$ cat config.mk
export PLATFORM = sky130hd
export DESIGN_NAME = cpu_control_mc
export DESIGN_NICKNAME = d
export VERILOG_FILES = /design/src/rtl/cpu_control_mc.sv
export SDC_FILE = /design/constraint.sdc
export NUM_CORES = 1
export LEC_CHECK = 0
export CAP_MARGIN = 20
export CORE_MARGIN = 4
export CORE_UTILIZATION = 26
export CTS_CLUSTER_DIAMETER = 100
export DETAILED_ROUTE_END_ITERATION = 12
export SLEW_MARGIN = 10
export SYNTH_ARGS = -nofsm -noshare
export SYNTH_HDL_FRONTEND = slang
export SYNTH_SLANG_ARGS = --single-unit
$ cat constraint.sdc
create_clock -name clk -period 3.7 [get_ports clk]
set_clock_uncertainty 0.15 [all_clocks]
set_input_delay 0.555 -clock clk [delete_from_list [all_inputs] [get_ports clk]]
set_output_delay 0.555 -clock clk [all_outputs]
set_load 0.02 [all_outputs]
$ cat src/rtl/cpu_control_mc.sv
// Multi-cycle control unit: FETCH/DECODE/EXEC/MEM/WB sequencing with a
// request/ready memory handshake, a memory timeout and a trap state.
module cpu_control_mc #(
    parameter int BYTE_LANES  = 4,
    parameter int MEM_TIMEOUT = 16
) (
    input  logic                  clk,
    input  logic                  rst,
    input  logic [31:0]           IR,
    input  logic                  overflow,
    input  logic                  mem_ready,
    output logic                  mem_req,
    output logic                  mem_we,
    output logic                  ir_load,
    output logic                  pc_write,
    output logic                  Jump,
    output logic                  Ex_top,
    output logic                  Shift_amounsrc,
    output logic                  Regdst,
    output logic                  ALU_shift_sel,
    output logic                  Regdto,
    output logic [1:0]            Shift_op,
    output logic [1:0]            ALU_srcB,
    output logic [2:0]            condition,
    output logic [3:0]            ALU_op,
    output logic [BYTE_LANES-1:0] Rd_write_byte_en,
    output logic                  trap,
    output logic [1:0]            trap_cause,
    output logic [2:0]            state
);

    typedef enum logic [2:0] {
        S_FETCH  = 3'd0,
        S_DECODE = 3'd1,
        S_EXEC   = 3'd2,
        S_MEM    = 3'd3,
        S_WB     = 3'd4,
        S_TRAP   = 3'd5
    } state_t;

    // sel packs {Regdto, ALU_shift_sel, Regdst, Jump}
    typedef struct packed {
        logic       legal;
        logic       is_j;
        logic       is_bgez;
        logic       is_lw;
        logic       is_sw;
        logic       ovf_chk;
        logic [3:0] alu_op;
        logic [3:0] sel;
        logic [1:0] shift_op;
        logic       shift_amt_src;
        logic [1:0] srcb;
        logic       ex_top;
        logic [2:0] cond;
    } dec_t;

    localparam logic [7:0] TIMEOUT_LAST = 8'(MEM_TIMEOUT - 1);

    state_t     state_q, state_d;
    logic [7:0] cnt_q, cnt_d;
    logic [1:0] trap_cause_q, trap_cause_d;
    dec_t       dec;
    logic [5:0] opcode;
    logic [5:0] funct;
    logic       unused_ir_bits;

    assign opcode         = IR[31:26];
    assign funct          = IR[5:0];
    assign unused_ir_bits = ^IR[25:6];

    always_comb begin
        dec       = '0;
        dec.legal = 1'b1;
        case (opcode)
            6'b000000: begin
                case (funct)
                    6'b100000: begin dec.alu_op = 4'b1110; dec.sel = 4'b0010; dec.ovf_chk = 1'b1; end
                    6'b100010: begin dec.alu_op = 4'b1111; dec.sel = 4'b0010; dec.ovf_chk = 1'b1; end
                    6'b100011: begin dec.alu_op = 4'b0001; dec.sel = 4'b0010; end
                    6'b000111: begin
                        dec.alu_op        = 4'b0001;
                        dec.sel           = 4'b0110;
                        dec.shift_op      = 2'b10;
                        dec.shift_amt_src = 1'b1;
                    end
                    6'b000010: begin dec.alu_op = 4'b0001; dec.sel = 4'b0010; dec.shift_op = 2'b11; end
                    6'b101011: begin dec.alu_op = 4'b0111; dec.sel = 4'b0010; end
                    default:   dec.legal = 1'b0;
                endcase
            end
            6'b001000: begin
                dec.alu_op  = 4'b1110;
                dec.sel     = 4'b1000;
                dec.srcb    = 2'b01;
                dec.ex_top  = 1'b1;
                dec.ovf_chk = 1'b1;
            end
            6'b001001: dec.srcb = 2'b01;
            6'b001110: begin dec.alu_op = 4'b1001; dec.sel = 4'b1000; dec.srcb = 2'b01; end
            6'b001010: begin dec.alu_op = 4'b0101; dec.sel = 4'b1000; dec.srcb = 2'b01; end
            6'b001111: begin dec.sel = 4'b1000; dec.srcb = 2'b10; end
            6'b011100: begin
                case (funct)
                    6'b100001: begin dec.alu_op = 4'b0011; dec.sel = 4'b1010; end
                    6'b100000: begin dec.alu_op = 4'b0010; dec.sel = 4'b1010; end
                    default:   dec.legal = 1'b0;
                endcase
            end
            6'b011111: begin
                if (funct == 6'b100000) begin
                    dec.alu_op = 4'b1010;
                    dec.sel    = 4'b0010;
                end else begin
                    dec.legal = 1'b0;
                end
            end
            6'b000010: begin dec.is_j = 1'b1; dec.sel = 4'b0001; end
            6'b000001: begin dec.is_bgez = 1'b1; dec.cond = 3'b011; dec.alu_op = 4'b0001; end
            6'b100011: begin dec.is_lw = 1'b1; dec.srcb = 2'b01; dec.ex_top = 1'b1; end
            6'b101011: begin dec.is_sw = 1'b1; dec.srcb = 2'b01; dec.ex_top = 1'b1; end
            default:   dec.legal = 1'b0;
        endcase
    end

    // The wait counter only advances while a request is outstanding, so any
    // state change leaves it cleared for the next FETCH or MEM.
    always_comb begin
        state_d      = state_q;
        cnt_d        = '0;
        trap_cause_d = trap_cause_q;
        case (state_q)
            S_FETCH, S_MEM: begin
                if (mem_ready) begin
                    if (state_q == S_FETCH) state_d = S_DECODE;
                    else if (dec.is_lw)     state_d = S_WB;
                    else                    state_d = S_FETCH;
                end else if (cnt_q == TIMEOUT_LAST) begin
                    state_d      = S_TRAP;
                    trap_cause_d = 2'b11;
                end else begin
                    cnt_d = cnt_q + 8'd1;
                end
            end
            S_DECODE: begin
                if (!dec.legal) begin
                    state_d      = S_TRAP;
                    trap_cause_d = 2'b10;
                end else begin
                    state_d = S_EXEC;
                end
            end
            S_EXEC: begin
                if (dec.is_j || dec.is_bgez)      state_d = S_FETCH;
                else if (dec.is_lw || dec.is_sw)  state_d = S_MEM;
                else if (dec.ovf_chk && overflow) begin
                    state_d      = S_TRAP;
                    trap_cause_d = 2'b01;
                end else                          state_d = S_WB;
            end
            default: state_d = S_FETCH;
        endcase
    end

    always_ff @(posedge clk) begin
        if (rst) begin
            state_q      <= S_FETCH;
            cnt_q        <= '0;
            trap_cause_q <= 2'b00;
        end else begin
            state_q      <= state_d;
            cnt_q        <= cnt_d;
            trap_cause_q <= trap_cause_d;
        end
    end

    // Outputs are held at zero while rst is high so an abort never commits a
    // write, PC update or memory request on the reset edge.
    always_comb begin
        mem_req          = 1'b0;
        mem_we           = 1'b0;
        ir_load          = 1'b0;
        pc_write         = 1'b0;
        trap             = 1'b0;
        Rd_write_byte_en = '0;
        {Regdto, ALU_shift_sel, Regdst, Jump} = 4'b0000;
        Ex_top           = 1'b0;
        Shift_amounsrc   = 1'b0;
        Shift_op         = 2'b00;
        ALU_srcB         = 2'b00;
        condition        = 3'b000;
        ALU_op           = 4'b0000;
        if (!rst) begin
            if (state_q inside {S_EXEC, S_MEM, S_WB}) begin
                {Regdto, ALU_shift_sel, Regdst, Jump} = dec.sel;
                Ex_top         = dec.ex_top;
                Shift_amounsrc = dec.shift_amt_src;
                Shift_op       = dec.shift_op;
                ALU_srcB       = dec.srcb;
                condition      = dec.cond;
                ALU_op         = dec.alu_op;
            end
            case (state_q)
                S_FETCH: begin
                    mem_req  = 1'b1;
                    ir_load  = mem_ready;
                    pc_write = mem_ready;
                end
                S_EXEC:  pc_write = dec.is_j | dec.is_bgez;
                S_MEM: begin
                    mem_req = 1'b1;
                    mem_we  = dec.is_sw;
                end
                S_WB: begin
                    Rd_write_byte_en = '1;
                    if (dec.is_lw) begin
                        Regdto = 1'b1;
                        Regdst = 1'b0;
                    end
                end
                S_TRAP:  trap = 1'b1;
                default: ;
            endcase
        end
    end

    assign trap_cause = rst ? 2'b00 : trap_cause_q;
    assign state      = state_q;

endmodule

=== Yosys cells after proc, flatten, opt, wreduce, memory -nomap -nowiden ===
Index checks and enable logic that the tools add are counted.

* Register bits: 13
* Latch bits: 0
* RAM bits: 0
* Bits in read-only memories: 0
* Input port bits: 36
* Output and inout bits: 31
* Logic and storage cells: 129
* Memories: 0

* Add/sub/neg operators: 1
* Multipliers: 0
* Divide/modulo/power cells: 0
* $lt $le $gt $ge: 0
* Eq/ne operators: 31
* Shift-type cells: 0
* Mux-type cells: 74
* Bitwise operators: 2
* Reductions and logical operators: 18

{| class="wikitable"
|+ Operators with widths
! kind !! count
|-
| == test 6 bit (second input constant) || 7
|-
| case mux 8 bit (5 select lines) || 1
|-
| two-way mux 1 bit || 36
|-
| == test 6 x 4 -> 1 bit (second input constant) || 5
|-
| two-way mux 3 bit || 10
|-
| case mux 4 bit (7 select lines) || 1
|-
| two-way mux 2 bit || 12
|-
| case mux 4 bit (5 select lines) || 1
|-
| two-way mux 4 bit || 4
|-
| == test 6 x 2 -> 1 bit (second input constant) || 2
|-
| == test 6 x 5 -> 1 bit (second input constant) || 2
|-
| case mux 6 bit (2 select lines) || 1
|-
| OR reduction 6 bit || 2
|-
| inequality test 2 bit (second input constant) || 5
|-
| case mux 3 bit (3 select lines) || 1
|-
| OR reduction 9 bit || 1
|-
| adder 8 x 1 -> 8 bit (second input constant) || 1
|-
| == test 8 x 4 -> 1 bit (second input constant) || 1
|-
| two-way mux 8 bit || 1
|-
| case mux 2 bit (2 select lines) || 2
|-
| OR reduction 2 bit || 4
|-
| OR reduction 4 bit || 2
|-
| AND reduction 7 bit || 1
|-
| == test 3 x 2 -> 1 bit (second input constant) || 2
|-
| other kinds (17) || 21
|}

=== Depth between registers and ports, before layout ===
Gate-level depths: netlist (run 1).

* Word-level depth: 9
* Gate-level depth with buffers: 8
* Gate-level depth less buffers: 7

=== Least setup slack after synthesis (run 1) ===
OpenSTA, ideal clock, no wires.

* Kind: input port to output port
* From: in IR[27]
* To: out ALU_op[2]
* Data arrival time: 2.388 ns
* Required time: 2.995 ns
* Slack: 0.607 ns
* Cell stages on the path: 6
* Buffers on the path: 1
* Cells stage by stage: clkbuf_1 > nor2_1 > a32o_1 > a21oi_1 > or3_1 > nor4b_1

* Word-level cells in the longest chain between the ends: 4
* Elaborated cells between the ends (all ways): 10
* Those cells by class: eq/ne: 6; mux: 3; reduce/logical: 1

{| class="wikitable"
|+ RTL lines
! item !! line !! RTL
|-
| start: declaration || 9 || <nowiki>input logic [31:0] IR,</nowiki>
|-
| == test 6 x 1 -> 1 bit, or another cell as far along || 75 || <nowiki>case (opcode)</nowiki>
|-
| case mux 4 bit (7 select lines) * || 75 ||
|-
| two-way mux 4 bit * || 194 || <nowiki>if (state_q inside {S_EXEC, S_MEM, S_WB}) begin</nowiki>
|-
| two-way mux 4 bit * || 193 || <nowiki>if (!rst) begin</nowiki>
|-
| end: declaration || 25 || <nowiki>output logic [3:0] ALU_op,</nowiki>
|}

Every way passes the cells marked *; elsewhere a longest branch is shown, timed or not.

=== Final worst setup path (run 1) ===
* From: in IR[28]
* To: out Shift_amounsrc

* Word-level cells in the longest chain between the ends: 4

{| class="wikitable"
|+ RTL lines
! item !! line !! RTL
|-
| logical NOT 6 bit || 75 ||
|-
| two-way mux 3 bit || 75 ||
|-
| two-way mux 1 bit || 194 ||
|-
| two-way mux 1 bit || 193 ||
|-
| end: declaration || 18 || <nowiki>output logic Shift_amounsrc,</nowiki>
|}

No other way between the ends.

==> metrics, run 1 <==
status=finished, final reports clean; Final Hold Vio Count=0; Cells after DPL=347; ANT cells=0; Die H=83.6 µm; CP endpoint kind=primary output; Worst Path Required=2.99 ns; hold_buf cts=0; unrepaired setup endpoints after global routing=no; final setup vio count=0; Sink Count=13; max_cap viols=0; Top Usage Layer GRT=met2; number of enable flip-flop cells after synthesis=0; ys async rst share=0; CTS tree=yes; DPL Wire Length=3680 µm; worst skew pair latency=0.24 ns; fmax=278 MHz; Die ar.=0.00699 mm²; hold crit path type=reg -> reg; Post-synth top flop=dfxtp_1; share of power burned in registers=0.280; dominant cells by area after synthesis=dfxtp_1 18%, nor2_1 7.1%, a21oi_1 5.7%; switch share=0.384; met1 Use GR=0.174; clock power share=0.197; total CTS buffers=3; area leader, netlist=dfxtp_1; share of cells above drive strength 1=0.194; FF+latch count, synth=13; combinational cell fraction of total power=0.523; antenna violations before repair=0; final wirelength=4640 µm; vias per cell=4.94; CTS clock-pin slew for the worst setup and hold paths=0.05 ns; total number of vias=1,735; Final Cycle Share=0.973; post-CTS resize count=2; YS warnings=0; DRC=0; H-Tree Level Count=1; Int Pwr=0.000389 W; final cell count without fillers=351; worst-case clock buffer depth=2; Cells after Synth=217; Worst EP arrival=2.90 ns; global route total overflow=0; P_leak=0.859 nW; dpl ws=0.00228 ns; root buffer cell=clkbuf_8; largest net degree at the start of global routing=18; Die Width=83.6 µm; Post-CTS Setup Inserts=0; port bufs=45; starting density of the core=0.268; # fillers=589; Synth Net Count=254; First-pass DRT Iterations=4; CP Class=in -> out; GRT Util Overall=0.128; P&R area growth vs syn=50.4%; most common cell in the netlist=nor2_1; core area=0.00554 mm²; average wire per standard cell=13.2 µm; row count=27; M3 GR Usage=0.0148; vias in the first global route=1,669; Synth cell types=55; Period minus WS final=3.60 ns; Initial DRC Count=80; GR Util met2=0.221; Setup WS post-layout=0.0988 ns; Nets=317; PD cells=283 mW/mm²; Syn Area/Cell=6.84 µm²; DRT antenna net count=0; maximum vdd drop=0.000183 V; CP Max Fanout=6; synthesized area=0.00149 mm²; switching power=0.000243 W; Synth top area share=0.175; first-pass GRT wire length=7790 µm; Worst Setup Start Kind=input port; max-slew violations=0; synth cell count leaders=28 x nor2_1, 17 x a21oi_1, 13 x dfxtp_1, 13 x nand2_1, 12 x clkbuf_1; Ports=67; RePlAce Congestion=0.883; overall power=0.000632 W; sequential share of the synthesized area=0.175
routing by layer:
metal,wire length (µm),vias to the layer above
met4,4,0
met3,192,2
met5,0,-
met2,2210,41
li1,-,910
met1,2230,782
kinds of logic after synthesis:
group	share of synthesized area
AO/OA/AOI/OAI	0.269
XOR/XNOR	0.0472
adder cells (fa/ha/maj)	0.00842
buffers and inverters	0.0986
flip-flops	0.175
multiplexers	0.00674
other	0.00252
AND/OR/NAND/NOR	0.393
through the flow:
stage,util,hold slack [ns],area (µm²),setup TNS (ns)
2_1_floorplan,-,0.268,1490,0
3_3_place_gp,0.391,0.285,2170,-0.00617
3_5_place_dp,0.391,0.293,2170,0
4_1_cts,0.400,0.304,2210,0
5_1_grt,0.403,0.329,2230,0
6_report,0.403,0.304,2230,0
flip-flops by register name, indices dropped and copies added (netlist names):
name and cells:
cnt_q 8, state 3, trap_cause_q 2
path summary, 6_finish.rpt:
check | startpoint | end | slack [ns] | depth (start not counted)
worst min-delay path | cnt_q[0] | cnt_q[0] | 0.30 | 1
worst min register to register | cnt_q[0] | cnt_q[0] | 0.30 | 1
worst max register to register | cnt_q[0] | trap_cause_q[0] | 1.54 | 7
worst max-delay path | IR[28] | Shift_amounsrc | 0.1 | 6
layout make-up:
type,count,area (µm²),area share
Tap cell,72,90.1,0.0403
Timing Repair Buffer,80,724,0.324
Sequential cell,13,260,0.117
Multi-Input combinational cell,175,1090,0.487
Clock buffer,4,45.0,0.0202
Inverter,7,26.3,0.0118
worst max-delay path: stages:
cell and delay (ns):
clkdlybuf4s50_1 0.41, buf_4 0.16, or4_4 0.59, or3_1 0.45
nor2_1 0.12, clkdlybuf4s50_1 0.62
power by group through the flow:
stage	clock network (W)	logic [W]	registers, W
finish	0.000124	0.000330	0.000177
global route	0.000135	0.000360	0.000180
CTS	0.000129	0.000330	0.000177
detailed placement	0	0.000329	0.000180
global placement	0	0.000326	0.000180
floorplan	0	0.000199	0.000181
placed cells by master (no fill, tap or decap), types with 2 or more instances in the layout:
cell / count
a2111oi_2: 2
a211oi_1: 2
a21oi_1: 17
a31oi_1: 3
and3_1: 4
buf_4: 35
clkbuf_8: 3
clkdlybuf4s50_1: 39
dfxtp_1: 13
dlymetal6s2s_1: 5
inv_1: 7
nand2_1: 13
nand2b_1: 9
nand3_1: 11
nand3b_1: 3
nand4_1: 2
nand4b_1: 3
nor2_1: 28
nor2b_1: 4
nor3_1: 9
nor4_1: 3
nor4b_1: 2
o21ai_0: 10
o21bai_1: 2
o22a_1: 2
o32a_1: 2
or2_2: 6
or3_1: 4
xnor2_1: 5
xor2_1: 3
(Power assumes the default switching activity.)
==> run 2, diff against run 1 <==
--- a/config.mk
+++ b/config.mk
@@ -10,6 +10,7 @@
 export CORE_UTILIZATION = 26
 export CTS_CLUSTER_DIAMETER = 100
 export DETAILED_ROUTE_END_ITERATION = 12
+export SKIP_CTS_REPAIR_TIMING = 1
 export SLEW_MARGIN = 10
 export SYNTH_ARGS = -nofsm -noshare
 export SYNTH_HDL_FRONTEND = slang
==> metrics, run 2 (synthesized netlist as in run 1, its figures left out) <==
max_cap viols=0 (unchanged); Sink Count=13 (unchanged); Ports=67 (unchanged); most common cell after layout, fill and taps aside=clkdlybuf4s50_1 (unchanged); P&R area growth vs syn=50.6% (was 50.4%); DRT antenna net count=0 (unchanged); fmax=278 MHz (about the same); DPL Wire Length=3680 µm (unchanged); Hold Path End=cnt_q[0] (unchanged); hold crit path type=reg -> reg (unchanged); CP delay by family, top=buffers and inverters (unchanged); Nets=317 (unchanged); CP bufs+invs=3 (unchanged); ANT cells=0 (unchanged); Most flops, register=cnt_q (unchanged); worst-case clock buffer depth=2 (unchanged); Hold WS=0.304 ns (about the same); CP endpoint kind=primary output (unchanged); starting density of the core=0.268 (unchanged); worst skew pair latency=0.24 ns (about the same); vias in the first global route=1,669 (unchanged); max-slew violations=0 (unchanged); Die ar.=0.00699 mm² (unchanged); largest net degree at the start of global routing=18 (unchanged); footprint of the multi-input gates=0.00109 mm² (unchanged); root buffer cell=clkbuf_8 (unchanged); total CTS buffers=3 (unchanged); core area=0.00554 mm² (unchanged); Die Width=83.6 µm (unchanged); share of cells above drive strength 1=0.194 (unchanged); hold path depth=1 (unchanged); first-pass GRT wire length=7790 µm (unchanged); Worst path slowest cell=clkdlybuf4s50_1 (unchanged); FF-to-FF Start=cnt_q[0] (unchanged); max reg flops=8 (unchanged); antenna violations before repair=0 (unchanged); GRT Util Overall=0.128 (unchanged); unrepaired setup endpoints after global routing=no (unchanged); Initial DRC Count=80 (unchanged); H-Tree Level Count=1 (unchanged); Final Hold Vio Count=0 (unchanged); maximum vdd drop=0.000183 V (about the same); r2r worst-path depth=7 (unchanged); post-route cell area=0.00224 mm² (was 0.00223 mm²); CP Class=in -> out (unchanged); CP max stage delay=0.62 ns (about the same); Most common cell on crit path=clkdlybuf4s50_1 (unchanged); First-pass DRT Iterations=5 (was 4); Area after DPL=0.00217 mm² (unchanged); CTS tree=yes (unchanged); end of the worst register-to-register path=trap_cause_q[0] (unchanged); hold path start=cnt_q[0] (unchanged); Die H=83.6 µm (unchanged); reg-to-reg slack, setup=1.54 ns (about the same); Worst EP arrival=2.90 ns (about the same); DRC=0 (unchanged); commonest non-fill, non-tap cells in the layout=39 x clkdlybuf4s50_1, 35 x buf_4, 28 x nor2_1 (unchanged); area occupied by registers=260 µm² (unchanged); RePlAce Congestion=0.883 (unchanged); Worst Path Required=2.99 ns (about the same); Worst Setup Start Kind=input port (unchanged); # fillers=588 (was 589); global route total overflow=0 (unchanged); row count=27 (unchanged); total number of vias=1,746 (was 1,735); final setup vio count=0 (unchanged); vias per cell=4.97 (was 4.94); Period minus WS final=3.60 ns (about the same); P_leak=0.873 nW (was 0.859 nW); port bufs=45 (unchanged); average wire per standard cell=13.3 µm (was 13.2 µm); status=finished, final reports clean (unchanged); PD cells=283 mW/mm² (about the same); CTS clock-pin slew for the worst setup and hold paths=0.05 ns (about the same); CP Max Fanout=6 (unchanged); final wirelength=4660 µm (was 4640 µm); crit path cell chain=clkdlybuf4s50_1 > buf_4 > or4_4 > or3_1 > nor2_1 > clkdlybuf4s50_1 (unchanged); Final Cycle Share=0.973 (about the same)
run 2: per-stage QoR:
step,total power [W],setup TNS [ns],setup WS [ns],cells,util
floorplan,0.000380,0,0.607,217,-
global placement,0.000506,-0.00617,-0.00475,347,0.391
detailed placement,0.000509,0,0.00228,347,0.391
CTS,0.000636,-0.0108,-0.00595,351,0.400
global route,0.000674,0,0.000469,351,0.404
finish,0.000633,0,0.0981,351,0.404
run 2: how the worst max path moves through the flow:
stage	from	to	slack, ns	cells after the start
final	IR[28]	Shift_amounsrc	0.1	6
after floorplan	IR[27]	ALU_op[2]	0.61	6
after global placement	IR[2]	ALU_op[0]	-0.005	9
after CTS	IR[5]	ALU_op[3]	-0.006	10
after detailed placement	IR[2]	ALU_op[0]	0.002	9
after global routing	IR[28]	Shift_amounsrc	0.0005	6
run 2: power by group:
part	switching (W)	leakage (nW)	internal, W	total [W]
Sequential	0.0000184	0.106	0.000159	0.000177
Clock	0.0000489	0.0228	0.0000760	0.000125
Combinational	0.000176	0.745	0.000154	0.000331
Total	0.000244	0.873	0.000389	0.000633
run 2: routing by layer:
layer  track usage  up-vias  wire length, µm
met5             0        -                0
met1         0.174      798             2250
met4        0.0190        0                4
li1              -      907                -
met3        0.0148        2              186
met2         0.221       39             2220
run 2: area by class of cell:
class / instances / share of cell area
multi-input combinational: 175 / 0.486
timing repair buffer: 80 / 0.326
sequential: 13 / 0.116
tap: 72 / 0.0403
clock buffer: 4 / 0.0201
inverter: 7 / 0.0117
